===== src/rtl/ramp_sequencer_pkg.sv =====
// Shared types and constants for the ramp sequencer.
//   state_t  : sequencer FSM state (idle / ramping)
//   DIR_UP   : direction flag value for an incrementing ramp
//   DIR_DOWN : direction flag value for a decrementing ramp
package ramp_sequencer_pkg;

   typedef enum logic {
      ST_IDLE = 1'b0,
      ST_RAMP = 1'b1
   } state_t;

   localparam logic DIR_DOWN = 1'b0;
   localparam logic DIR_UP   = 1'b1;

endpackage


===== src/rtl/ramp_prescaler.sv =====
// Loadable down-counter that paces ramp steps.
//   clk_i     : clock
//   rst_i     : asynchronous active-high reset (counter clears to 0)
//   load      : load load_val on the next edge (wins over en)
//   en        : decrement on the next edge; saturates at zero
//   load_val  : reload value (step period minus one)
//   zero      : counter currently equals zero, a step is due
module ramp_prescaler #(
   parameter int DIV_WIDTH = 8
) (
   input  logic                 clk_i,
   input  logic                 rst_i,
   input  logic                 load,
   input  logic                 en,
   input  logic [DIV_WIDTH-1:0] load_val,
   output logic                 zero
);

   logic [DIV_WIDTH-1:0] cnt;

   always_ff @(posedge clk_i or posedge rst_i) begin
      if (rst_i) begin
         cnt <= '0;
      end else if (load) begin
         cnt <= load_val;
      end else if (en && (cnt != '0)) begin
         cnt <= cnt - DIV_WIDTH'(1);
      end
   end

   assign zero = (cnt == '0);

endmodule


===== src/rtl/ramp_sequencer.sv =====
// Ramps a position count one LSB at a time toward a commanded target at a
// programmable step rate, then reports completion. One command at a time.
//   clk_i        : clock
//   rst_i        : asynchronous active-high reset
//   cmd_valid_i  : command valid
//   cmd_ready_o  : command ready (high exactly when idle)
//   cmd_target_i : target count, sampled on accept
//   cmd_div_i    : step period minus one, sampled on accept
//   abort_i      : cancel the ramp in progress (ignored when idle)
//   count_o      : current position
//   step_o       : pulse, count_o changed on the previous edge
//   up_o         : direction of the last step (1 = increment)
//   busy_o       : ramp in progress
//   done_o       : pulse, count_o reached the target
//   aborted_o    : pulse, ramp cancelled by abort_i
//
// state   | meaning
// --------+---------------------------------------------------------
// ST_IDLE | waiting for a command; cmd_ready_o high
// ST_RAMP | stepping count_o toward target_q every div_q+1 edges
module ramp_sequencer
   import ramp_sequencer_pkg::*;
#(
   parameter int          WIDTH     = 8,
   parameter int unsigned INIT      = 0,
   parameter int          DIV_WIDTH = 8
) (
   input  logic                 clk_i,
   input  logic                 rst_i,
   input  logic                 cmd_valid_i,
   output logic                 cmd_ready_o,
   input  logic [WIDTH-1:0]     cmd_target_i,
   input  logic [DIV_WIDTH-1:0] cmd_div_i,
   input  logic                 abort_i,
   output logic [WIDTH-1:0]     count_o,
   output logic                 step_o,
   output logic                 up_o,
   output logic                 busy_o,
   output logic                 done_o,
   output logic                 aborted_o
);

   if ((INIT >> WIDTH) != 0) begin : g_init_check
      $error("ramp_sequencer: INIT does not fit in WIDTH bits");
   end

   localparam logic [WIDTH-1:0] INIT_VAL = WIDTH'(INIT);

   state_t               state;
   logic [WIDTH-1:0]     target_q;
   logic [DIV_WIDTH-1:0] div_q;
   logic [WIDTH-1:0]     next_count;
   logic                 accept;
   logic                 step_due;
   logic                 pre_load;
   logic                 pre_en;
   logic [DIV_WIDTH-1:0] pre_val;
   logic                 pre_zero;

   assign cmd_ready_o = (state == ST_IDLE);
   assign accept      = cmd_ready_o && cmd_valid_i;
   // abort outranks a due step, so a step only happens when abort is low
   assign step_due    = (state == ST_RAMP) && !abort_i && pre_zero;
   assign next_count  = (up_o == DIR_UP) ? count_o + WIDTH'(1) : count_o - WIDTH'(1);

   // Prescaler: loaded with the new divider on accept, reloaded after each
   // step, counts down otherwise while ramping; frozen on abort.
   assign pre_load = accept || step_due;
   assign pre_val  = accept ? cmd_div_i : div_q;
   assign pre_en   = (state == ST_RAMP) && !abort_i && !pre_zero;

   ramp_prescaler #(
      .DIV_WIDTH (DIV_WIDTH)
   ) u_prescaler (
      .clk_i    (clk_i),
      .rst_i    (rst_i),
      .load     (pre_load),
      .en       (pre_en),
      .load_val (pre_val),
      .zero     (pre_zero)
   );

   always_ff @(posedge clk_i or posedge rst_i) begin
      if (rst_i) begin
         state     <= ST_IDLE;
         target_q  <= '0;
         div_q     <= '0;
         count_o   <= INIT_VAL;
         step_o    <= 1'b0;
         up_o      <= 1'b0;
         busy_o    <= 1'b0;
         done_o    <= 1'b0;
         aborted_o <= 1'b0;
      end else begin
         step_o    <= 1'b0;
         done_o    <= 1'b0;
         aborted_o <= 1'b0;
         case (state)
            ST_IDLE: begin
               if (cmd_valid_i) begin
                  target_q <= cmd_target_i;
                  div_q    <= cmd_div_i;
                  if (cmd_target_i == count_o) begin
                     // already there: complete without stepping
                     done_o <= 1'b1;
                  end else begin
                     state  <= ST_RAMP;
                     busy_o <= 1'b1;
                     up_o   <= (cmd_target_i > count_o) ? DIR_UP : DIR_DOWN;
                  end
               end
            end
            ST_RAMP: begin
               if (abort_i) begin
                  state     <= ST_IDLE;
                  busy_o    <= 1'b0;
                  aborted_o <= 1'b1;
               end else if (step_due) begin
                  count_o <= next_count;
                  step_o  <= 1'b1;
                  if (next_count == target_q) begin
                     state  <= ST_IDLE;
                     busy_o <= 1'b0;
                     done_o <= 1'b1;
                  end
               end
            end
            default: begin
               state  <= ST_IDLE;
               busy_o <= 1'b0;
            end
         endcase
      end
   end

endmodule


===== config.mk =====
export PLATFORM = sky130hd
export DESIGN_NAME = ramp_sequencer
export DESIGN_NICKNAME = d
export VERILOG_FILES = /design/src/rtl/ramp_sequencer_pkg.sv /design/src/rtl/ramp_prescaler.sv /design/src/rtl/ramp_sequencer.sv
export SDC_FILE = /design/constraint.sdc
export NUM_CORES = 1
export LEC_CHECK = 0
export BUFFER_PORTS_ARGS = -buffer_cell sky130_fd_sc_hd__buf_2
export CAP_MARGIN = 0
export CORE_MARGIN = 2
export CORE_UTILIZATION = 50
export DETAILED_ROUTE_END_ITERATION = 10
export MAX_ROUTING_LAYER = met4
export PLACE_DENSITY_LB_ADDON = 0.08
export SLEW_MARGIN = 25
export SYNTH_ARGS = -nofsm -noshare
export SYNTH_HDL_FRONTEND = slang
export SYNTH_HIERARCHICAL = 1
export SYNTH_SLANG_ARGS = --single-unit

===== constraint.sdc =====
create_clock -name clk_i -period 2.3 [get_ports clk_i]
set_clock_uncertainty 0.1 [all_clocks]
set_input_delay 0.23 -clock clk_i [delete_from_list [all_inputs] [get_ports clk_i]]
set_output_delay 0.23 -clock clk_i [all_outputs]
set_load 0.01 [all_outputs]

# Yosys cells after proc, flatten, opt, wreduce, memory -nomap -nowiden
# Cells that the tools add are included.
dict set report totals {
  out_inout_bits 14
  inputBits 20
  regBits 38
  wordCells 66
}
dict set report op_classes {
  addsub 3
  eq_ne 6
  n_reduce_logical 15
  bitwise_logic 3
  n_lt_le_gt_ge 1
  muxes 28
}
# op count
set op_table {}
lappend op_table {{two-way mux 8 bit} 4}
lappend op_table {{two-way mux 1 bit} 21}
lappend op_table {{== test 8 bit} 2}
lappend op_table {{subtractor 8 x 1 -> 8 bit (second input constant)} 2}
lappend op_table {{adder 8 x 1 -> 8 bit (second input constant)} 1}
lappend op_table {{greater-than comparator 8 bit} 1}
lappend op_table {{zero test 8 bit} 1}
lappend op_table {{nonzero test 8 bit} 1}
lappend op_table {{inequality test 3 x 2 -> 1 bit (second input constant)} 2}
lappend op_table {{case mux 1 bit (2 select lines)} 3}
lappend op_table {{AND reduction 3 bit} 2}
lappend op_table {{logical AND 1 bit} 5}
lappend op_table {{inequality test 2 bit (second input constant)} 2}
lappend op_table {{AND reduction 4 bit} 1}
lappend op_table {{inverter 1 bit} 3}
lappend op_table {{zero test 1 bit} 2}
lappend op_table {{AND reduction 2 bit} 1}
lappend op_table {{nonzero test 2 bit} 1}
lappend op_table {{logical OR 1 bit} 1}

# Logic depth before layout (Yosys ltp)
# Gate-level depths: netlist of the first run.
dict set report depth {
  word_depth 7
  ltp_mapped 10
  ltp_nobuf 9
}

# Hierarchy
# Netlist of the first run, hierarchy kept.
# mod cells_each seq_area_each_um2 area_each_um2 instances
set by_module_without_submodules {}
lappend by_module_without_submodules {ramp_sequencer 176 750.7 1845.5 1}
lappend by_module_without_submodules {ramp_prescaler 53 200.2 495.5 1}

# Worst setup path before layout of the first run
# No wires, ideal clock.
dict set report synth_timing {
  path_type {register to register}
  startpoint {register u_prescaler.cnt[0]}
  endpoint {register u_prescaler.cnt[5]}
  path_slack_ps -129
  t_arrival_ps 2194
  setup_time_ps 136
  synth_period_minus_slack_ps 2429
  path_buffers 2
  path_stages_with_launch 10
  required_ps 2064
  cell_sequence {dfrtp_1 inv_1 ha_1 or4b_4 nor2_1 nand2_1 clkbuf_1 nand2b_1 clkbuf_1 o21ai_0}
}
dict set report synth_between {
  word_cells_on_any_way 11
  cone_classes {1 x add/sub; 2 x mux; 8 x reduce/logical}
}
# element line
set synth_lines {}
lappend synth_lines {{start: declaration} ramp_prescaler.sv:19} ;# logic [DIV_WIDTH-1:0] cnt;
lappend synth_lines {{start signal: assignment} ramp_prescaler.sv:25} ;# cnt <= load_val;
lappend synth_lines {{start signal: assignment} ramp_prescaler.sv:27} ;# cnt <= cnt - DIV_WIDTH'(1);
lappend synth_lines {{zero test 8 bit (*)} ramp_prescaler.sv:31} ;# assign zero = (cnt == '0);
lappend synth_lines {{via pre_zero} ramp_sequencer.sv:58} ;# logic pre_zero;
lappend synth_lines {{logical AND 1 bit (*)} ramp_sequencer.sv:63} ;# assign step_due = (state == ST_RAMP) && !abort_i && pre_zero;
lappend synth_lines {{logical OR 1 bit (*)} ramp_sequencer.sv:68} ;# assign pre_load = accept || step_due;
lappend synth_lines {{via pre_load} ramp_sequencer.sv:55} ;# logic pre_load;
lappend synth_lines {{two-way mux 8 bit / nonzero test 2 bit (equally long branches)} -}
# Mark *: on every way through the listed nets, which the timed path passes. The rest lies on a longest branch. The select of a mux whose other input is x is not followed.
# A chain may end at the register's enable or synchronous reset.

# Final worst setup path of the first run
dict set report layout_timing {
  startpoint {register count_o[1]}
  endpoint {register state}
}
dict set report layout_between {
  elab_chain_len 7
  word_cells_on_any_way 11
  cone_classes {2 x add/sub; 2 x eq/ne; 7 x mux}
}
# element line
set layout_rtl {}
lappend layout_rtl {{start: declaration} ramp_sequencer.sv:35} ;# output logic [WIDTH-1:0] count_o,
lappend layout_rtl {{start signal: assignment} ramp_sequencer.sv:119} ;# count_o <= next_count;
lappend layout_rtl {{subtractor 8 x 1 -> 8 bit / adder 8 x 1 -> 8 bit (equally long branches)} ramp_sequencer.sv:64} ;# assign next_count = (up_o == DIR_UP) ? count_o + WIDTH'(1) : count_o - WIDTH'(1);
lappend layout_rtl {{two-way mux 8 bit} ramp_sequencer.sv:64}
lappend layout_rtl {{== test 8 bit} ramp_sequencer.sv:121} ;# if (next_count == target_q) begin
lappend layout_rtl {{two-way mux 1 bit} ramp_sequencer.sv:121}
lappend layout_rtl {{two-way mux 1 bit} ramp_sequencer.sv:118} ;# end else if (step_due) begin
lappend layout_rtl {{two-way mux 1 bit} ramp_sequencer.sv:114} ;# if (abort_i) begin
lappend layout_rtl {{case mux 1 bit (2 select lines) (*)} ramp_sequencer.sv:98} ;# case (state)
lappend layout_rtl {{end signal: assignment} ramp_sequencer.sv:115} ;# state <= ST_IDLE;
lappend layout_rtl {{end signal: assignment} ramp_sequencer.sv:122} ;# state <= ST_IDLE;
lappend layout_rtl {{end signal: assignment} ramp_sequencer.sv:129} ;# state <= ST_IDLE;
lappend layout_rtl {{end: declaration} ramp_sequencer.sv:49} ;# state_t state;
# Every way passes the cells marked *; elsewhere a longest branch is shown, timed or not.

==> results of run 1 <==
==> placed cells by master (no fill, tap or decap), types with 2 or more instances in the layout <==
| cell type | Yosys | routed |
|---|---|---|
| mux2_1 | 9 | 9 |
| nor3b_1 | 4 | 3 |
| a211oi_2 | 1 | 2 |
| o21ai_1 | 10 | 10 |
| a21oi_1 | 5 | 5 |
| buf_4 | 0 | 37 |
| xnor2_1 | 9 | 8 |
| o21ai_0 | 7 | 7 |
| mux2_2 | 9 | 9 |
| xor2_2 | 0 | 2 |
| o31ai_1 | 2 | 2 |
| dfrtp_1 | 38 | 37 |
| a21o_1 | 2 | 2 |
| inv_2 | 2 | 3 |
| nor2b_2 | 0 | 2 |
| buf_2 | 2 | 33 |
| nand2b_1 | 4 | 4 |
| ha_4 | 0 | 5 |
| clkbuf_8 | 0 | 6 |
| nor4_2 | 2 | 2 |
| nand2_1 | 17 | 17 |
| nand3_1 | 4 | 4 |
| a31o_1 | 2 | 2 |
| nand4_1 | 3 | 3 |
| xor2_1 | 9 | 7 |
| nor2_1 | 11 | 10 |
| nor2b_1 | 5 | 3 |
| nor3_1 | 4 | 4 |
| inv_1 | 14 | 12 |
| and2_1 | 3 | 3 |
| nor4b_1 | 2 | 2 |
| o21a_1 | 4 | 4 |
| ha_1 | 16 | 10 |
| a22oi_1 | 2 | 2 |
==> critical path, stage by stage, from the launching register on <==
cell,delay (ns)
dfrtp_1,0.39
buf_6,0.13
ha_4,0.25
a211oi_2,0.06
buf_4,0.14
o31ai_4,0.29
xor2_2,0.23
xor2_2,0.11
nor4_4,0.29
a41oi_1,0.15
==> routing by layer <==
layer  track usage, %  part of all wire [%]  routed length, um  vias to the layer above
li1                 -                     -                  -                      949
met5                -                     0                  0                        -
met3             5.28                   4.6                244                        6
met2             34.5                    43               2270                       55
met1             31.8                    51               2680                      881
met4             7.00                   1.3                 69                        0
==> final cells by class <==
cell class / instances / area (um^2) / share of cell area, %
multi-input cells: 168 / 1440 / 46.4
flip-flops and latches: 38 / 952 / 30.7
repair buffers: 72 / 464 / 15.0
clock buffers: 6 / 82.6 / 2.67
inverters: 16 / 65.1 / 2.10
well taps: 52 / 65.1 / 2.10
clock inverters: 1 / 30.0 / 0.970
==> power groups by stage <==
| stage | clock network (W) | logic [W] | registers, W |
|---|---|---|---|
| 2_1_floorplan | 0 | 0.00163 | 0.00108 |
| 3_3_place_gp | 0 | 0.00251 | 0.00106 |
| 3_5_place_dp | 0 | 0.00251 | 0.00107 |
| 4_1_cts | 0.000599 | 0.00276 | 0.00106 |
| 5_1_grt | 0.000628 | 0.00331 | 0.00111 |
| 6_report | 0.000581 | 0.00297 | 0.00109 |
==> kinds of logic (layout without fill, tap and decap cells) <==
| group | after synthesis | after routing | share of synthesized area (%) |
|---|---|---|---|
| AO/OA/AOI/OAI | 49 | 49 | 14.9 |
| XOR/XNOR | 18 | 18 | 6.73 |
| adder cells (fa/ha/maj) | 17 | 17 | 9.41 |
| buffers and inverters | 23 | 95 | 3.79 |
| flip-flops | 38 | 38 | 40.6 |
| multiplexers | 18 | 18 | 8.66 |
| AND/OR/NAND/NOR | 66 | 66 | 15.9 |
==> final timing paths <==
path / from / endpoint / slack (ns)
setup / recovery: count_o[1]$_DFFE_PP0P_ / state$_DFF_PP0_ / 0.02
hold / removal: cmd_div_i[7] / div_q[7]$_DFFE_PP0P_ / 0.08
setup reg to reg: count_o[1]$_DFFE_PP0P_ / state$_DFF_PP0_ / 0.02
hold reg to reg: div_q[0]$_DFFE_PP0P_ / div_q[0]$_DFFE_PP0P_ / 0.39
max in group asynchronous: rst_i / count_o[7]$_DFFE_PP0P_ / 0.89
min in group asynchronous: rst_i / u_prescaler/cnt[1]$_DFFE_PP0P_ / 0.34
==> timing repair <==
item,4_1_cts,5_1_grt
setup buffers,2,3
pin swaps,8,7
hold buffers,1,0
endpoints found under the setup margin,3,11
gates resized for setup,9,14
hold endpoints to repair,8,0
==> registers in the layout (all words and copies together) (netlist names) <==
signal           count
state                1
aborted_o            1
count_o              8
step_o               1
div_q                8
done_o               1
u_prescaler/cnt      8
busy_o               1
up_o                 1
target_q             8
==> per-stage QoR <==
stage          setup TNS (ns)  setup WS (ns)  total power, W  utilization [%]
2_1_floorplan               0         0.0213         0.00272                -
3_3_place_gp           -0.104        -0.0616         0.00357             62.9
3_5_place_dp           -0.257         -0.110         0.00358             62.9
4_1_cts                     0        0.00353         0.00443             67.2
5_1_grt                -0.374         -0.131         0.00505             69.7
6_report                    0         0.0158         0.00464             69.7
==> results by group, run 1 <==
GRT
  • First-pass GRT wire length: 8930 um
  • Gr usage total: 23.2%
  • Largest net degree at the start of global routing: 22
  • Grt total ovfl: 0
  • Initial antenna violation count: 0
  • Vias in the first global route: 1,912

Timing
  • Measured slew at the worst slew-check pin: 0.847 ns
  • Unrepaired setup endpoints after global routing: true
  • Setup Viol. Count Final: 0
  • Rel. slew slack: between 40% and 50%
  • Fin crit period: 2.28 ns
  • Fin crit share: 99.3%
  • Hold Slack: 0.0779 ns
  • Final Max Tran Viols: 0
  • Final Hold Vio Count: 0
  • F_max: 438 MHz

Finish
  • Share of layout cells above drive strength 1: 39.2%
  • Ant. Diodes: 0
  • Final Instance Area: between 3000 and 4000 um^2
  • Layout area overhead: 32.3%
  • Fillers: 348
  • Post-Layout Cell Count: 353
  • Final #Nets: 338

Place
  • Gpl congestion: between 0.9 and 1
  • Placed cells: 340
  • I/O Buffers: 33
  • Final HPWL DP: 3870 um
  • Placed inst area: 2800 um^2

Setup path
  • Critical Path Start Type: register
  • CP arrival: 2.34 ns
  • WP data required: 2.36 ns
  • Setup Crit Path Kind: reg -> reg
  • Reg2reg path depth: 9
  • CP Capture Type: register
  • Crit path max fanout: 3

Clock network
  • Inserted Clock Buffers: 5
  • # clock sinks: 38
  • Root buffer cell: clkbuf_8
  • H-tree depth: 2
  • TritonCTS clock tree: done
  • Worst-skew pair later-pin latency: 0.29 ns
  • Clock slew at reported path FFs: 0.07 ns
  • Clock Path Buffers: 2

Synthesis
  • Post-synth top cells: dfrtp_1 (38), nand2_1 (17), ha_1 (16)
  • Post-synth EDFFs: 0
  • Prevailing post-synth register cell: dfrtp_1
  • Synth unique cells: 51
  • Ranking of synthesized cells by area: dfrtp_1 (41%), ha_1 (8.6%), mux2_1 (4.3%)
  • Mapped cell area: 2340 um^2
  • YS warnings: 6
  • Synthesized net count: 266
  • Register area share after synthesis: 40.6%
  • Top cell type by total area after synthesis: dfrtp_1
  • FFs w/ async S/R, synth: 100%
  • Syn Inst Count: 229
  • Top-area cell type share of the netlist area: 40.6%
  • Mean Syn Cell Area: slightly above 10 um^2
  • Synthesis-stage register bit count: 38
  • Most common cell in the netlist: dfrtp_1

Power
  • Comb pwr share: 64.1%
  • Pint: 0.00274 W
  • Leakage: 1.39 nW
  • VDD IR max: a little under 0.8 mV
  • Psw: 0.00190 W
  • Seq pwr share: 23.4%
  • PD cells: 1500 nW/um^2
  • Switching Share: 40.9%
  • Clock power frac: between 10% and 20%

Routing
  • DR iter-0 viols: 84
  • DRC: 0
  • Drt pass-1 iters: 5
  • Total wire length: between 5000 and 6000 um
  • Vias post-DR: around 1,900
  • Post-DR vias/cell: 5.36
  • Post-route ant nets: 0
  • Post-DR wirelength/cell: between 10 and 15 um

Floorplanning
  • Core area: 4440 um^2
  • Ports: 34
  • Die area: 5250 um^2
  • Die X: 72.4 um
  • Initial core utilization: a little over half
  • Chip height: 72.4 um
  • Row cnt: 24

Outcome
  • Status: complete, no violations

Hold path
  • Hold Crit Class: in -> reg
  • Hold depth: 2

Run
  • Maxcap violations: 0
No activity file was read; power rests on OpenSTA's default activity.
==> run 2: changes to the inputs <==
CORE_ASPECT_RATIO = 1.1   (was unset)
CTS_CLUSTER_DIAMETER = 40   (was unset)
==> results by group, run 2 (synthesis results as in run 1) <==
Outcome
  • Status: finished with violations
  • Failing checks: negative setup slack

Routing
  • Total wire length: approximately 5400 um
  • Post-route ant nets: 0
  • Drt pass-1 iters: 4
  • Post-DR vias/cell: around 5.3
  • Post-DR wirelength/cell: 15.2 um
  • Vias post-DR: 1,899
  • DR iter-0 viols: 95
  • DRC: 0

Timing
  • Final Max Tran Viols: 0
  • Fin crit period: 2.30 ns
  • Unrepaired setup endpoints after global routing: true
  • Final WS setup: -0.00487 ns
  • Final Hold Vio Count: 0
  • F_max: 434 MHz
  • Rel. slew slack: 57.5%
  • Setup Viol. Count Final: 1
  • Measured slew at the worst slew-check pin: ~0.63 ns
  • Fin crit share: 100%

Floorplanning
  • Die X: just under 70 um
  • Initial core utilization: 51.0%
  • Core area: 4590 um^2
  • Ports: 34
  • Die area: approximately 5200 um^2
  • Chip height: 75.8 um
  • Row cnt: 26

Finish
  • Commonest non-fill, non-tap cell in the layout: dfrtp_1
  • Share of layout cells above drive strength 1: 41.7%
  • Layout area overhead: 33.4%
  • Final #Nets: 336
  • Ant. Diodes: 0
  • Fillers: 369
  • Register area: about 950 um^2
  • Most frequent cells in the layout: dfrtp_1 (37), buf_4 (36), buf_2 (33), nand2_1 (16), inv_1 (11)
  • Multi-input gate area: 1500 um^2
  • Final Instance Area: 3120 um^2

Setup path
  • CP Capture Type: register
  • WP data required: 2.35 ns
  • Setup Crit Path Kind: reg -> reg
  • Crit path max fanout: 4
  • CP arrival: 2.36 ns
  • Critical Path Start Type: register

Clock network
  • # clock sinks: 38
  • TritonCTS clock tree: done
  • Worst-skew pair later-pin latency: 0.29 ns
  • Root buffer cell: clkbuf_8
  • Inserted Clock Buffers: 5
  • Clock Path Buffers: 2
  • H-tree depth: 2
  • Clock slew at reported path FFs: 0.07 ns

GRT
  • First-pass GRT wire length: 8830 um
  • Gr usage total: 22.7%
  • Largest net degree at the start of global routing: 23
  • Initial antenna violation count: 0
  • Vias in the first global route: roughly 1,900
  • Grt total ovfl: 0

Place
  • Placed inst area: roughly 2800 um^2
  • Pre-CTS setup slack: -0.150 ns
  • Gpl congestion: 0.909
  • Final HPWL DP: approximately 4000 um
  • I/O Buffers: 33

Run
  • Maxcap violations: 0

Power
  • VDD IR max: 0.596 mV
  • PD cells: between 1500 and 2000 nW/um^2
  • Pwr Total: 0.00482 W
  • Leakage: 1.38 nW

Hold path
  • Hold Crit Class: in -> reg
==> run 2: metal layers <==
layer	routed length (um)	GRT usage [%]	part of all wire, %
met4	82	7.63	1.5
met1	2370	26.3	44
met2	2830	40.4	52
met5	0	-	0
met3	134	4.37	2.5
==> run 2: critical path, cell delays in order, from the launching register on <==
cell	delay, ns
dfrtp_2	0.45
buf_4	0.15
fa_2	0.37
xor2_2	0.17
xnor2_1	0.14
nor3_2	0.25
o21ai_2	0.11
nor4_4	0.29
a41oi_1	0.15
==> run 2: final timing paths <==
check | from | end | slack [ns] | cells past startpoint
min in group asynchronous | rst_i | step_o$_DFF_PP0_ | 0.35 | 3
worst max register to register | up_o$_DFFE_PP0P_ | state$_DFF_PP0_ | -0.005 | 8
worst min register to register | div_q[1]$_DFFE_PP0P_ | div_q[1]$_DFFE_PP0P_ | 0.39 | 1
worst max-delay path | up_o$_DFFE_PP0P_ | state$_DFF_PP0_ | -0.005 | 8
worst min-delay path | cmd_div_i[4] | div_q[4]$_DFFE_PP0P_ | 0.08 | 2
max in group asynchronous | rst_i | target_q[7]$_DFFE_PP0P_ | 1.13 | 4
==> run 2: timing repair <==
item                                    in CTS  in global routing
hold buffers                                 1                  0
gates resized for setup                     20                 14
hold endpoints to repair                    16                  0
buffers inserted                             4                  4
pin swaps                                    7                  7
endpoints found under the setup margin       4                 12
==> run 2: stage by stage <==
step,util [%],hold WS (ns),cells,TNS (ns)
finish,68.1,0.0766,356,-0.00487
global route,68.1,0.0810,356,-0.325
CTS,66.1,0.0703,353,0
detailed placement,60.4,0.117,340,-0.406
global placement,60.4,0.117,340,-0.270
floorplan,-,-0.0543,229,0
==> run 2: layout make-up <==
type	instances	share of cell area (%)
multi-input combinational	168	48.0
sequential	38	30.5
timing repair buffer	70	14.3
clock buffer	7	2.76
tap	56	2.24
inverter	16	2.08
clock inverter	1	0.160
==> run 2: power breakdown <==
group / leakage, nW / internal [W] / switching (W) / total, W
logic: 0.870 / 0.00166 / 0.00161 / 0.00327
clock network: 0.0482 / 0.000242 / 0.000234 / 0.000476
registers: 0.458 / 0.000881 / 0.000198 / 0.00108
total: 1.38 / 0.00278 / 0.00204 / 0.00482
